**src/rtl/pc_fetch_pkg.sv**
```systemverilog
// Shared definitions for the fetch stage: FSM states, pc_sel codes and reset defaults.
package pc_fetch_pkg;

    localparam int          XLEN_DEF     = 32;
    localparam logic [31:0] RESET_PC_DEF = 32'h0000_0000;
    localparam logic [31:0] NOP_INST_DEF = 32'h0000_0013;

    localparam logic [1:0] PC_P4  = 2'd0;
    localparam logic [1:0] PC_ALU = 2'd1;
    localparam logic [1:0] PC_OLD = 2'd2;
    localparam logic [1:0] PC_M4  = 2'd3;

    typedef enum logic [1:0] {
        S_RST  = 2'b00,
        S_FILL = 2'b01,
        S_RUN  = 2'b10
    } fetch_state_t;

endpackage

```
**src/rtl/pc_fetch_if.sv**
```systemverilog
// Fetch-stage bus: ctrl/alu/imem inputs and PC/IR outputs.
// FETCH_PERF_EN adds the three performance counter outputs.
interface pc_fetch_if #(parameter int XLEN = 32);

    logic [1:0]      pc_sel;
    logic [XLEN-1:0] alu_out;
    logic            bubble;
    logic [XLEN-1:0] imem_rdata;
    logic [XLEN-1:0] pc;
    logic [XLEN-1:0] pc_p4;
    logic [XLEN-1:0] inst;
    logic [4:0]      opcode;
    logic [2:0]      func3;
    logic [6:0]      func7;
    logic [4:0]      rd;
    logic [4:0]      rs1;
    logic [4:0]      rs2;
    logic            inst_valid;
`ifdef FETCH_PERF_EN
    logic [31:0]     perf_cycles;
    logic [31:0]     perf_retired;
    logic [31:0]     perf_bubbles;
`endif

    modport master (
        input  pc_sel, alu_out, bubble, imem_rdata,
        output pc, pc_p4, inst, opcode, func3, func7, rd, rs1, rs2, inst_valid
`ifdef FETCH_PERF_EN
        , output perf_cycles, perf_retired, perf_bubbles
`endif
    );

    modport slave (
        output pc_sel, alu_out, bubble, imem_rdata,
        input  pc, pc_p4, inst, opcode, func3, func7, rd, rs1, rs2, inst_valid
`ifdef FETCH_PERF_EN
        , input perf_cycles, perf_retired, perf_bubbles
`endif
    );

endinterface

```
**src/rtl/pc_fetch_pc_reg.sv**
```systemverilog
// PC register with its next-value mux; only advances while the fetch FSM is running.
module pc_fetch_pc_reg
    import pc_fetch_pkg::*;
#(
    parameter int              XLEN     = 32,
    parameter logic [XLEN-1:0] RESET_PC = '0
) (
    input  logic            clk,
    input  logic            rst,
    input  logic            i_en,
    input  logic [1:0]      i_sel,
    input  logic [XLEN-1:0] i_alu_out,
    output logic [XLEN-1:0] o_pc,
    output logic [XLEN-1:0] o_pc_p4
);

    logic [XLEN-1:0] r_pc;
    logic [XLEN-1:0] w_pc_next;
    logic [XLEN-1:0] w_pc_p4;
    logic            w_unused_alu_lsb;

    assign w_pc_p4          = r_pc + XLEN'(4);
    assign w_unused_alu_lsb = i_alu_out[0];

    // Jump targets are forced halfword-aligned; unknown codes fall back to sequential.
    always_comb begin
        w_pc_next = r_pc;
        if (i_en) begin
            case (i_sel)
                PC_P4:   w_pc_next = w_pc_p4;
                PC_ALU:  w_pc_next = {i_alu_out[XLEN-1:1], 1'b0};
                PC_OLD:  w_pc_next = r_pc;
                PC_M4:   w_pc_next = r_pc - XLEN'(4);
                default: w_pc_next = w_pc_p4;
            endcase
        end
    end

    always_ff @(posedge clk) begin
        if (rst) r_pc <= RESET_PC;
        else     r_pc <= w_pc_next;
    end

    assign o_pc    = r_pc;
    assign o_pc_p4 = w_pc_p4;

endmodule

```
**src/rtl/pc_fetch.sv**
```systemverilog
// Fetch stage: PC, instruction register, bubble injection and field slicing for ctrl.
// Define FETCH_PERF_EN to add cycle/retired/bubble counters.
module pc_fetch
    import pc_fetch_pkg::*;
#(
    parameter int              XLEN     = XLEN_DEF,
    parameter logic [XLEN-1:0] RESET_PC = RESET_PC_DEF,
    parameter logic [XLEN-1:0] NOP_INST = NOP_INST_DEF
) (
    input  logic       clk,
    input  logic       rst,
    pc_fetch_if.master fetch
);

    fetch_state_t    r_state;
    fetch_state_t    w_state_next;
    logic [XLEN-1:0] r_inst;
    logic [XLEN-1:0] w_inst_next;
    logic            r_inst_valid;
    logic            w_inst_valid_next;
    logic            w_pc_en;
    logic [XLEN-1:0] w_pc;
    logic [XLEN-1:0] w_pc_p4;

    pc_fetch_pc_reg #(
        .XLEN     (XLEN),
        .RESET_PC (RESET_PC)
    ) u_pc_reg (
        .clk       (clk),
        .rst       (rst),
        .i_en      (w_pc_en),
        .i_sel     (fetch.pc_sel),
        .i_alu_out (fetch.alu_out),
        .o_pc      (w_pc),
        .o_pc_p4   (w_pc_p4)
    );

    // S_FILL exists because the memory word seen right after reset belongs to no real fetch.
    always_comb begin
        w_state_next      = S_RST;
        w_inst_next       = NOP_INST;
        w_inst_valid_next = 1'b0;
        w_pc_en           = 1'b0;
        case (r_state)
            S_RST:  w_state_next = S_FILL;
            S_FILL: w_state_next = S_RUN;
            S_RUN: begin
                w_state_next      = S_RUN;
                w_pc_en           = 1'b1;
                w_inst_next       = fetch.bubble ? NOP_INST : fetch.imem_rdata;
                w_inst_valid_next = ~fetch.bubble;
            end
            default: w_state_next = S_RST;
        endcase
    end

    always_ff @(posedge clk) begin
        if (rst) begin
            r_state      <= S_RST;
            r_inst       <= NOP_INST;
            r_inst_valid <= 1'b0;
        end else begin
            r_state      <= w_state_next;
            r_inst       <= w_inst_next;
            r_inst_valid <= w_inst_valid_next;
        end
    end

`ifdef FETCH_PERF_EN
    logic [31:0] r_perf_cycles;
    logic [31:0] r_perf_retired;
    logic [31:0] r_perf_bubbles;

    always_ff @(posedge clk) begin
        if (rst) begin
            r_perf_cycles  <= '0;
            r_perf_retired <= '0;
            r_perf_bubbles <= '0;
        end else if (r_state == S_RUN) begin
            r_perf_cycles  <= r_perf_cycles + 32'd1;
            r_perf_retired <= r_perf_retired + {31'd0, r_inst_valid};
            r_perf_bubbles <= r_perf_bubbles + {31'd0, fetch.bubble};
        end
    end

    assign fetch.perf_cycles  = r_perf_cycles;
    assign fetch.perf_retired = r_perf_retired;
    assign fetch.perf_bubbles = r_perf_bubbles;
`endif

    assign fetch.pc         = w_pc;
    assign fetch.pc_p4      = w_pc_p4;
    assign fetch.inst       = r_inst;
    assign fetch.inst_valid = r_inst_valid;
    assign fetch.opcode     = r_inst[6:2];
    assign fetch.func3      = r_inst[14:12];
    assign fetch.func7      = r_inst[31:25];
    assign fetch.rd         = r_inst[11:7];
    assign fetch.rs1        = r_inst[19:15];
    assign fetch.rs2        = r_inst[24:20];

endmodule
```
**src/flat_wrapper.sv**
```systemverilog
// flat-port wrapper written by rule: the top's interface ports become plain ports
module pc_fetch_flat import pc_fetch_pkg::*;
#(
    parameter int              XLEN     = XLEN_DEF,
    parameter logic [XLEN-1:0] RESET_PC = RESET_PC_DEF,
    parameter logic [XLEN-1:0] NOP_INST = NOP_INST_DEF
)
  (clk, rst, fetch_pc_sel, fetch_alu_out, fetch_bubble, fetch_imem_rdata, fetch_pc, fetch_pc_p4, fetch_inst, fetch_opcode, fetch_func3, fetch_func7, fetch_rd, fetch_rs1, fetch_rs2, fetch_inst_valid);
  pc_fetch_if #(.XLEN(XLEN)) fetch_i ();
  input  logic clk;
  input  logic rst;
  input wire logic [$bits(fetch_i.pc_sel)-1:0] fetch_pc_sel;
  input wire logic [$bits(fetch_i.alu_out)-1:0] fetch_alu_out;
  input wire logic [$bits(fetch_i.bubble)-1:0] fetch_bubble;
  input wire logic [$bits(fetch_i.imem_rdata)-1:0] fetch_imem_rdata;
  output wire logic [$bits(fetch_i.pc)-1:0] fetch_pc;
  output wire logic [$bits(fetch_i.pc_p4)-1:0] fetch_pc_p4;
  output wire logic [$bits(fetch_i.inst)-1:0] fetch_inst;
  output wire logic [$bits(fetch_i.opcode)-1:0] fetch_opcode;
  output wire logic [$bits(fetch_i.func3)-1:0] fetch_func3;
  output wire logic [$bits(fetch_i.func7)-1:0] fetch_func7;
  output wire logic [$bits(fetch_i.rd)-1:0] fetch_rd;
  output wire logic [$bits(fetch_i.rs1)-1:0] fetch_rs1;
  output wire logic [$bits(fetch_i.rs2)-1:0] fetch_rs2;
  output wire logic [$bits(fetch_i.inst_valid)-1:0] fetch_inst_valid;
  assign fetch_i.pc_sel = fetch_pc_sel;
  assign fetch_i.alu_out = fetch_alu_out;
  assign fetch_i.bubble = fetch_bubble;
  assign fetch_i.imem_rdata = fetch_imem_rdata;
  assign fetch_pc = fetch_i.pc;
  assign fetch_pc_p4 = fetch_i.pc_p4;
  assign fetch_inst = fetch_i.inst;
  assign fetch_opcode = fetch_i.opcode;
  assign fetch_func3 = fetch_i.func3;
  assign fetch_func7 = fetch_i.func7;
  assign fetch_rd = fetch_i.rd;
  assign fetch_rs1 = fetch_i.rs1;
  assign fetch_rs2 = fetch_i.rs2;
  assign fetch_inst_valid = fetch_i.inst_valid;
  pc_fetch #(.XLEN(XLEN), .RESET_PC(RESET_PC), .NOP_INST(NOP_INST)) u_core (.clk(clk), .rst(rst), .fetch(fetch_i));
endmodule
```
**config.mk**
```make
export PLATFORM = sky130hd
export DESIGN_NAME = pc_fetch_flat
export DESIGN_NICKNAME = d
export VERILOG_FILES = /design/src/rtl/pc_fetch_pkg.sv /design/src/rtl/pc_fetch_if.sv /design/src/rtl/pc_fetch_pc_reg.sv /design/src/rtl/pc_fetch.sv /design/src/flat_wrapper.sv
export SDC_FILE = /design/constraint.sdc
export NUM_CORES = 1
export LEC_CHECK = 0
export ABC_AREA = 1
export CAP_MARGIN = 20
export CORE_ASPECT_RATIO = 0.5
export CORE_UTILIZATION = 35
export CTS_CLUSTER_DIAMETER = 150
export DETAILED_ROUTE_END_ITERATION = 8
export PLACE_DENSITY_LB_ADDON = 0.2
export RECOVER_POWER = 100
export REMOVE_ABC_BUFFERS = 1
export SLEW_MARGIN = 10
export SYNTH_ARGS = -nofsm -noshare
export SYNTH_HDL_FRONTEND = slang
export SYNTH_SLANG_ARGS = --single-unit
```
**constraint.sdc**
```tcl
create_clock -name clk -period 1.6 [get_ports clk]
set_input_delay 0.32 -clock clk [delete_from_list [all_inputs] [get_ports clk]]
set_output_delay 0.32 -clock clk [all_outputs]
set_load 0.01 [all_outputs]
```
* Word-level counts from Yosys, hierarchy flattened
Index checks and enable logic that the tools add are counted.
Word-level totals: register bits 67, input port bits 69, output and inout bits 127, word-level logic and storage cells 23
Cells by class: add/subtract/negate cells 2, eq/ne operators 5, multiplexer cells 3, bitwise operators 3, reduce and logical (&&, ||, !) cells 6
Operators by type and width (number):
- case mux 32 bit (3 select lines) | 1
- adder 32 x 3 -> 32 bit (second input constant) | 1
- subtractor 32 x 3 -> 32 bit (second input constant) | 1
- == test 2 bit (second input constant) | 3
- == test 2 x 1 -> 1 bit (second input constant) | 2
- zero test 2 bit | 2
- case mux 2 bit (2 select lines) | 1
- OR reduction 2 bit | 2
- inverter 1 bit | 3
- OR reduction 3 bit | 1
- AND reduction 2 bit | 1
- two-way mux 1 bit | 1

* Longest topological paths before layout
depth in word-level cells 3, mapped depth 12, depth with buffers taken out 12

* Modules after synthesis
From an unflattened synthesis, not the netlist that was laid out.
Unflattened totals: cells, all modules 773, area, all modules 4817.1 µm²
By module, submodules not included:
- pc_fetch_pc_reg | instances 1, cells each 629, area an instance 3453.3 µm², sequential area each 620.6 µm²
- pc_fetch | instances 1, cells each 144, area an instance 1363.8 µm², sequential area each 700.7 µm²

* Worst setup path after synthesis
OpenSTA, ideal clock, no wires.
kind reg2out, start point register u_core.u_pc_reg.r_pc[3], in the netlist u_core.u_pc_reg.o_pc[3], end point output fetch_pc_p4[22], data arrival time 1462 ps, data required time 1280 ps, setup slack -182 ps, cell stages (with the launch flop) 7, buffers on the path 0, cells stage by stage dfxtp_1 ha_1 nand3_4 nor2_4 nand3_2 o21ai_0 and2_1
On the way: cells in the longest elaborated chain, start to end 1
Ends and longest elaborated chain:
- start, declared | RTL line pc_fetch_pc_reg.sv:17 | logic [XLEN-1:0] r_pc;
- start signal, assigned | RTL line pc_fetch_pc_reg.sv:41 | else r_pc <= w_pc_next;
- adder 32 x 3 -> 32 bit | RTL line pc_fetch_pc_reg.sv:22 | assign w_pc_p4 = r_pc + XLEN'(4);
- end, declared | RTL line flat_wrapper.sv:17 | output wire logic [$bits(fetch_i.pc_p4)-1:0] fetch_pc_p4;
No other way between the ends.

* Worst setup path after layout
start point register u_core.u_pc_reg.r_pc[2], in the netlist u_core.u_pc_reg.o_pc[2], end point output fetch_pc_p4[20]
The elaborated chain is that of the path after synthesis.

==> impl_metrics.yaml <==
status:
  status: "finished with violations"
  violations: "negative setup slack"
logic_synthesis:
  yosysTopAreaCellShare_pct: 28.5
  ys_types: 31
  synth_edf_count: 0
  ys_top_cells_by_area: "dfxtp_1 (28%), nand2_1 (16%), nor2_1 (10%), inv_1 (8.2%), nand3_1 (7.7%)"
  synth_area_um2: 4640
  synth_flop_cell: "dfxtp_1"
  yosys_warnings: 0
  synth_cells: 781
  ys_seq_area_share_pct: 28.5
  yosys_register_bits: 66
  async_flop_share_pct: 0
  synth.avg_cell_area_um2: 5.94
  synth.largest_area_cell: "dfxtp_1"
run:
  drv_cap: 0
cts:
  cts.clk_slew.worst_paths_ns: 0.06
  clk_path_buf_depth: 2
  cts_tree: "built"
  cts-buffers-inserted: 9
  clock_sinks: 66
  htree_levels: 3
  root_buffer: "clkbuf_16"
  clk_latency_ns: 0.34
  ctsHoldBuffers: 0
finish:
  drive_gt1_share_pct: 42.8
  multi_input_area_um2: 3610
  fill_cells: 927
  final_nets: 1172
  antenna_cells: 0
  syn_to_final_growth_pct: 102
  regArea_um2: 1410
power:
  total_power_mw: 9.57
  vdd_drop_max_v: 0.000609
  power_leakage_nw: 4.48
  power_density_nw_per_um2: 1020
global_route:
  grt.overflow.total: 0
  antenna_found_initial: 1
  grt_max_degree: 24
  grt_use_total_pct: 27.8
  grt_pass1_vias: 5828
  grt_pass1_wl_mm: 29.6
routing:
  detail_route.wl_per_cell_um: 17.4
  drc: 0
  ant_nets: 0
  firstDrtPassIters: 7
  wirelength_mm: 22.1
  vias: 6571
  first_iter_violations: 518
  viasPerCell: 5.16
sta:
  fmaxAchievable_mhz: 484
  setup_violations: 59
  fin_ws_ns: -0.465
  tightest_slew_ns: 0.675
  slew_viol_final: 0
  hold_viol_final: 0
  clock_skew_ns: 0.00969
  period_share_pct: 129
  relSlewSlack_pct: 55.0
  rsz0062_at_grt: "yes"
  period_minus_slack_ns: 2.06
critical_path:
  critical_path_class: "reg -> out"
  reg2reg_slack_ns: -0.34
  critPathMostFrequentCell: "nand3_4"
  path_max_fanout: 5
  crit_slowest_cell: "dfxtp_4"
  startpoint_type: "flop"
  slowest_delay_ns: 0.37
  cp_cell_sequence: "ha_4, nand3_4, nor2_4, nand3_4, buf_6, o21ai_2, nand2_1, buf_2"
  end_kind: "output port"
  crit_required_ns: 1.28
  crit_arrival_ns: 1.74
floorplan:
  die_w_um: 165
  core_um2: 12800
  ios: 196
  rows: 29
  die_h_um: 83.4
  die-area_um2: 13700
  initial_core_util_pct: 36.2
placed_design:
  detailedPlacementHpwl_mm: 14.3
  portBuffers: 192
  gp_congestion: 0.975
  dp_slack_ns: -0.518
worst_hold_path:
  holdCritPathClass: "in -> reg"
[final timing paths]
check,start,to,depth (start not counted)
min,fetch_imem_rdata[15],u_core.fetch.inst[15],3
max reg2reg,u_core.u_pc_reg.o_pc[2],u_core.u_pc_reg.o_pc[18],15
max,u_core.u_pc_reg.o_pc[2],fetch_pc_p4[20],8
min reg2reg,u_core.u_pc_reg.o_pc[1],u_core.u_pc_reg.o_pc[1],2
[sequential cells by signal (all words and copies together), names as in the netlist]
register	cells
u_core.r_state	2
u_core.fetch.inst_valid	1
u_core.fetch.inst	32
u_core.u_pc_reg.o_pc	31
[cell usage in the layout (no fill, tap or decap), types with 3 or more instances in the layout]
cell type | Yosys | routed
inv_4 | 0 | 9
inv_2 | 1 | 4
clkbuf_1 | 12 | 6
nand2_4 | 2 | 26
buf_2 | 11 | 20
o21ai_1 | 0 | 7
a21oi_2 | 2 | 7
xor2_2 | 2 | 9
nand3_4 | 1 | 4
nor2_1 | 129 | 75
buf_6 | 1 | 59
o21ai_2 | 0 | 12
inv_1 | 101 | 89
or2_2 | 4 | 4
clkbuf_16 | 0 | 9
nand3_2 | 2 | 24
o211ai_1 | 4 | 4
clkdlybuf4s50_1 | 0 | 126
bufinv_16 | 0 | 3
nand2_8 | 0 | 3
nand3_1 | 71 | 46
and2_4 | 0 | 4
o21ai_0 | 31 | 12
dfxtp_2 | 0 | 7
nor2_4 | 3 | 51
a31oi_1 | 4 | 3
a21oi_1 | 48 | 42
nand4_1 | 12 | 12
nand2_1 | 203 | 130
nor2_2 | 8 | 14
clkdlybuf4s25_1 | 0 | 3
dfxtp_1 | 66 | 39
buf_12 | 0 | 6
nand2_2 | 0 | 46
dfxtp_4 | 0 | 20
dlygate4sd2_1 | 0 | 26
buf_4 | 34 | 118
[repair_timing]
item | 4_1_cts | 5_1_grt
endpoints found under the setup margin | 86 | 65
setup buffers | 32 | 35
pin swaps | 48 | 110
resized for setup | 332 | 258
[cell usage after synthesis, types with 2 or more instances]
cell type	instances
a21oi_1	48
nand3_2	2
inv_1	101
or2_2	4
nor2_2	8
nor2_1	129
nand2_1	203
nand2_4	2
buf_1	3
ha_1	4
a21oi_2	2
o21ai_0	31
and2_1	4
dfxtp_1	66
nand4_1	12
buf_2	11
clkbuf_2	3
o211ai_1	4
xor2_2	2
buf_4	34
clkbuf_1	12
nand3_1	71
nor3_1	2
nor2_4	3
xor2_1	10
a31oi_1	4
a221oi_1	2
[through the flow]
| stage | instances | setup TNS [ns] | utilization, % | hold WS, ns | instance area (um^2) |
|---|---|---|---|---|---|
| 5_1_grt | 1274 | -18.51 | 73.0 | 0.506 | 9340 |
| 6_report | 1274 | -15.36 | 73.0 | 0.496 | 9340 |
| 3_3_place_gp | 1201 | -18.72 | 57.3 | 0.486 | 7340 |
| 4_1_cts | 1246 | -8.98 | 64.6 | 0.490 | 8280 |
| 2_1_floorplan | 718 | -7.55 | - | 0.389 | 4250 |
| 3_5_place_dp | 1201 | -19.27 | 57.3 | 0.494 | 7340 |
[cells by family (layout without fill, tap and decap cells)]
family,Yosys count,in the layout,share of synthesized area [%]
AO/OA/AOI/OAI,91,91,10.5
XOR/XNOR,12,12,2.59
adder cells (fa/ha/maj),4,4,1.08
buffers and inverters,166,488,16.7
flip-flops,66,66,28.5
other,1,2,0.0809
AND/OR/NAND/NOR,441,441,40.6
[layout make-up]
cell class                 count  share of cell area (%)
multi-input combinational    550                    38.6
inverter                     102                    4.34
clock buffer                  10                    2.45
sequential                    66                    15.0
clock inverter                 6                    1.22
tap                          170                    2.28
timing repair buffer         370                    36.0
[critical path: cells and delay by family (launching register included)]
family | cells | cell delay, ns
buffers and inverters | 2 | 0.30
DFF | 1 | 0.37
adders and majority gates | 1 | 0.15
AOI/OAI and AO/OA | 1 | 0.11
and+or+nand+nor | 4 | 0.48
[power by group]
| part | switching [mW] | internal (mW) | leakage (nW) |
|---|---|---|---|
| sequential | 0.206 | 1.81 | 0.554 |
| combinational | 2.84 | 2.34 | 3.76 |
| clock | 0.843 | 1.53 | 0.159 |
[routing by layer]
layer,global-route usage [%],share of wire (%)
met1,35.0,39
met2,46.3,48
met3,8.69,10
met4,5.59,2.5
met5,0,0
Power figures use the tool's default switching activity.
